===== src/rtl/rr_thermo_arbiter.sv =====
// rr_thermo_arbiter: registered round-robin arbiter with thermometer-mask rotating priority (optional forced revoke under ARB_TIMEOUT_EN)
module rr_thermo_arbiter #(
  parameter int N = 4,
  parameter int TIMEOUT_CYCLES = 64
) (
  input  logic                 clk,
  input  logic                 reset,
  input  logic [N-1:0]         Req,
  input  logic                 Done,
  output logic [N-1:0]         Grant,
  output logic [$clog2(N)-1:0] GrantIdx,
  output logic                 Busy,
  output logic                 Timeout
);
  localparam int IW = $clog2(N);
  typedef enum logic {IDLE, BUSY} state_t;
  if (N < 2 || TIMEOUT_CYCLES < 1) begin : g_bad_cfg
    $error("rr_thermo_arbiter: N must be >= 2 and TIMEOUT_CYCLES >= 1");
  end
  state_t         state_q, state_d;
  logic [N-1:0]   grant_q, grant_d;
  logic [IW-1:0]  idx_q, idx_d;
  logic [N-1:0]   mask, masked, pool, sel_oh;
  logic [IW-1:0]  sel_idx;
  logic           expire, rel, arb;
`ifdef ARB_TIMEOUT_EN
  localparam int CW = $clog2(TIMEOUT_CYCLES + 1);
  logic [CW-1:0]  cnt_q, cnt_d;
  logic           timeout_q, timeout_d;
  assign expire  = (state_q == BUSY) && !Done && Req[idx_q] && (cnt_q == CW'(TIMEOUT_CYCLES - 1));
  assign Timeout = timeout_q;
`else
  assign expire  = 1'b0;
  assign Timeout = 1'b0;
`endif
  // rotating priority: eligible set is requests above the last owner, else all requests; winner is the isolated lowest set bit
  always_comb begin
    mask   = ~(((N'(1) << idx_q) << 1) - N'(1));
    masked = Req & mask;
    pool   = |masked ? masked : Req;
    sel_oh = pool & (~pool + N'(1));
  end
  // one-hot winner to binary index
  always_comb begin
    sel_idx = '0;
    for (int i = 0; i < N; i++) sel_idx = sel_idx | (sel_oh[i] ? IW'(i) : '0);
  end
  // arbitrate when idle or when the owner lets go (Done, withdrawn request or expired hold)
  always_comb begin
    rel     = (state_q == BUSY) && (Done || !Req[idx_q] || expire);
    arb     = (state_q == IDLE) || rel;
    state_d = arb ? (|Req ? BUSY : IDLE) : state_q;
    grant_d = arb ? sel_oh : grant_q;
    idx_d   = (arb && |Req) ? sel_idx : idx_q;
`ifdef ARB_TIMEOUT_EN
    cnt_d     = arb ? '0 : cnt_q + CW'(1);
    timeout_d = expire;
`endif
  end
  // ownership FSM and registered outputs
  always_ff @(posedge clk or posedge reset) begin
    if (reset) begin
      state_q   <= IDLE;
      grant_q   <= '0;
      idx_q     <= IW'(N - 1);
`ifdef ARB_TIMEOUT_EN
      cnt_q     <= '0;
      timeout_q <= 1'b0;
`endif
    end else begin
      state_q   <= state_d;
      grant_q   <= grant_d;
      idx_q     <= idx_d;
`ifdef ARB_TIMEOUT_EN
      cnt_q     <= cnt_d;
      timeout_q <= timeout_d;
`endif
    end
  end
  assign Grant    = grant_q;
  assign GrantIdx = idx_q;
  assign Busy     = (state_q == BUSY);
endmodule

===== config.mk =====
export PLATFORM = sky130hd
export DESIGN_NAME = rr_thermo_arbiter
export DESIGN_NICKNAME = d
export VERILOG_FILES = /design/src/rtl/rr_thermo_arbiter.sv
export SDC_FILE = /design/constraint.sdc
export NUM_CORES = 1
export LEC_CHECK = 0
export ABC_AREA = 1
export CAP_MARGIN = 25
export CORE_AREA = 2 2 39 41
export CTS_CLUSTER_DIAMETER = 30
export DETAILED_ROUTE_END_ITERATION = 10
export DIE_AREA = 0 0 41 43
export HOLD_SLACK_MARGIN = 0.02
export SYNTH_ARGS = -nofsm -noshare
export SYNTH_HDL_FRONTEND = slang
export SYNTH_SLANG_ARGS = --single-unit
export TNS_END_PERCENT = 50

===== constraint.sdc =====
create_clock -name clk -period 1.48 [get_ports clk]
set_input_delay 0.444 -clock clk [delete_from_list [all_inputs] [get_ports clk]]
set_output_delay 0.444 -clock clk [all_outputs]
set_load 0.05 [all_outputs]

==> run summary <==
Status: finished, final reports clean
Port-buffer cells: 13
Die width: 41 um
CTS H-tree lvls: 1
Yosys reg bits: 7
Latest clock arrival within the worst-skew pair: 0.25 ns
DP HPWL: 721 um
Synthesis Warnings: 0
Clk root buf: clkbuf_4
# DRC: 0
Routed wire per std cell: 9.58 um
Chip Height: 43 um
Yosys top cell by area: dfrtp_1
Pre-antenna DRT Iters: 3
Synth Instances: 63
Slowest-stage cell, CP: dfstp_2
First-pass GRT wire length: 1530 um
Share of cells above drive strength 1: 37.2%
Worst hold-check path type: in -> async
CTS tree: built
Top post-synthesis cells by area: dfrtp_1 29%, nand2_1 20%, dfstp_2 12%, inv_1 8.0%, nand3_1 7.1%
Sinks on Clock Net: 7
Pre-CTS setup slack: -0.228 ns
Maxcap violations: 0
Syn_area_per_cell: 6.73 um2
Vias: 457
WP buf/inv: 1
Pwr/cell area: 2100 nW/um2
Fmax: 683 MHz
Total core area: 1380 um2
Area of the multi-input gates: 214 um2
Die area: 1760 um2
Post-synthesis cell type count: 16
WP data arrival: 1.02 ns
Top_reg_cell synth: dfrtp_1
Skew final: 0.00996 ns
Filler instances: 132
Routed wire length: 977 um
I/O pin cnt: 15
Post-route clock period utilization: 98.9%
Drt via density: 4.48
Max stage delay on crit path: 0.62 ns
Maximum buffer depth of the clock tree: 2
EDFF count, synth: 0
Crit path cell chain: buf_12
Worst vdd ir: 0.917 mV
Clk slew on worst S/H paths: 0.06 ns
CP Capture Type: output port
Final hold viol count: 0
Initial core utilization: 30.7%
Tot Pwr: 1.58 mW
Most frequent cell after synthesis: nand2_1
Slew Viols, Final: 0
Synth cell count leaders: 23 x nand2_1, 9 x inv_1, 6 x nand3_1
Setup ws final: 0.0161 ns
Yosys top cell area share: 29.5%
Crit-path leading delay family: flip-flops
Post-synthesis sequential area ratio: 41.9%
Crit path kind: reg -> out
Nets: 94
Critical path fanouts, max: 7
Routed Antenna Nets: 0
FP Rows: 14
Cts bufs inserted: 3
RSZ-0062 raised after global routing: yes
Drt initial violations: 7
Crit start category: flip-flop
Ys async rst share: 100%
Post-CTS Hold Buffers: 0
Crit path time final: 1.46 ns
Register area: 178 um2
GR Overflow Total: 0
Area delta synth->final: 77.6%
Final setup vio count: 0
P_leak: 0.402 nW
RePlAce Congestion: 0.763
Syn_nets: 70
ANT cells: 0
GRT Total Usage: 13.0%
Worst EP required: 1.04 ns
Vias in the first global route: 408
Largest net degree at the start of global routing: 8
Initial antenna violation count: 0
Cell Area, Synth: 424 um2
area by class of cell:
| type | instances | share of cell area [%] |
|---|---|---|
| Clock buffer | 4 | 3.49 |
| Inverter | 12 | 6.31 |
| Multi-Input combinational cell | 43 | 28.4 |
| Sequential cell | 7 | 23.6 |
| Tap cell | 16 | 2.66 |
| Timing Repair Buffer | 20 | 35.5 |
metrics by stage:
step / cells / utilization (%) / hold slack [ns] / instance area [um2] / setup TNS, ns
2_1_floorplan: 63 / - / 0.246 / 424 / 0
3_3_place_gp: 95 / 48.2 / 0.526 / 667 / -1.13
3_5_place_dp: 95 / 48.2 / 0.528 / 667 / -1.25
4_1_cts: 100 / 51.5 / 0.417 / 713 / 0
5_1_grt: 102 / 54.4 / 0.435 / 753 / -0.0746
6_report: 102 / 54.4 / 0.417 / 753 / 0
flip-flops by register name, indices dropped and copies added, names as in the netlist:
register	cells
Busy	1
GrantIdx	2
Grant	4
layout by cell type (no fill, tap or decap):
cell type	count
a21boi_2	1
buf_12	8
buf_4	6
clkbuf_1	1
clkbuf_4	3
clkdlybuf4s50_1	5
conb_1	1
dfrtp_1	5
dfstp_2	2
dlymetal6s2s_1	1
inv_1	9
inv_2	2
inv_4	1
nand2_1	20
nand2_2	4
nand3_1	6
nand4_1	1
nor2_1	3
nor2_2	2
o211ai_1	1
o21ai_1	1
o21ai_2	3
report_power, final:
part / switching, mW / total (mW) / internal, mW
Combinational: 0.530 / 1.02 / 0.488
Clock: 0.0685 / 0.171 / 0.103
Sequential: 0.108 / 0.390 / 0.282
Total: 0.707 / 1.58 / 0.873
per-layer routing:
layer	up-vias	wire (um)	GRT usage, %	share of wire [%]
met5	-	0	0	0
met4	0	9	4.00	0.92
met3	2	52	7.85	5.3
met2	11	507	19.1	52
met1	207	407	15.2	42
li1	237	-	-	-
cells by family after synthesis:
family	Yosys count	synth area share, %
other	1	0.884
buffers and inverters	13	12.4
DFF	7	41.9
AOI/OAI and AO/OA	6	10.0
and+or+nand+nor	36	34.8
worst paths after layout:
kind / from / to / slack, ns / cells after the start
max in group asynchronous: reset / GrantIdx[0] / 0.79 / 2
worst max register to register: GrantIdx[0] / GrantIdx[1] / 0.04 / 9
worst max-delay path: GrantIdx[1] / GrantIdx[1] / 0.02 / 1
worst min-delay path: reset / Grant[0] / 0.42 / 2
worst min register to register: Grant[1] / Grant[1] / 0.54 / 2
min in group clk: Grant[1] / Grant[1] / 0.54 / 2
what timing repair did:
action / 4_1_cts / 5_1_grt
gates resized for setup: 0 / 10
buffers inserted: 1 / 2
setup endpoints to repair: 1 / 8
pin swaps: 0 / 2
(Power assumes the default switching activity.)
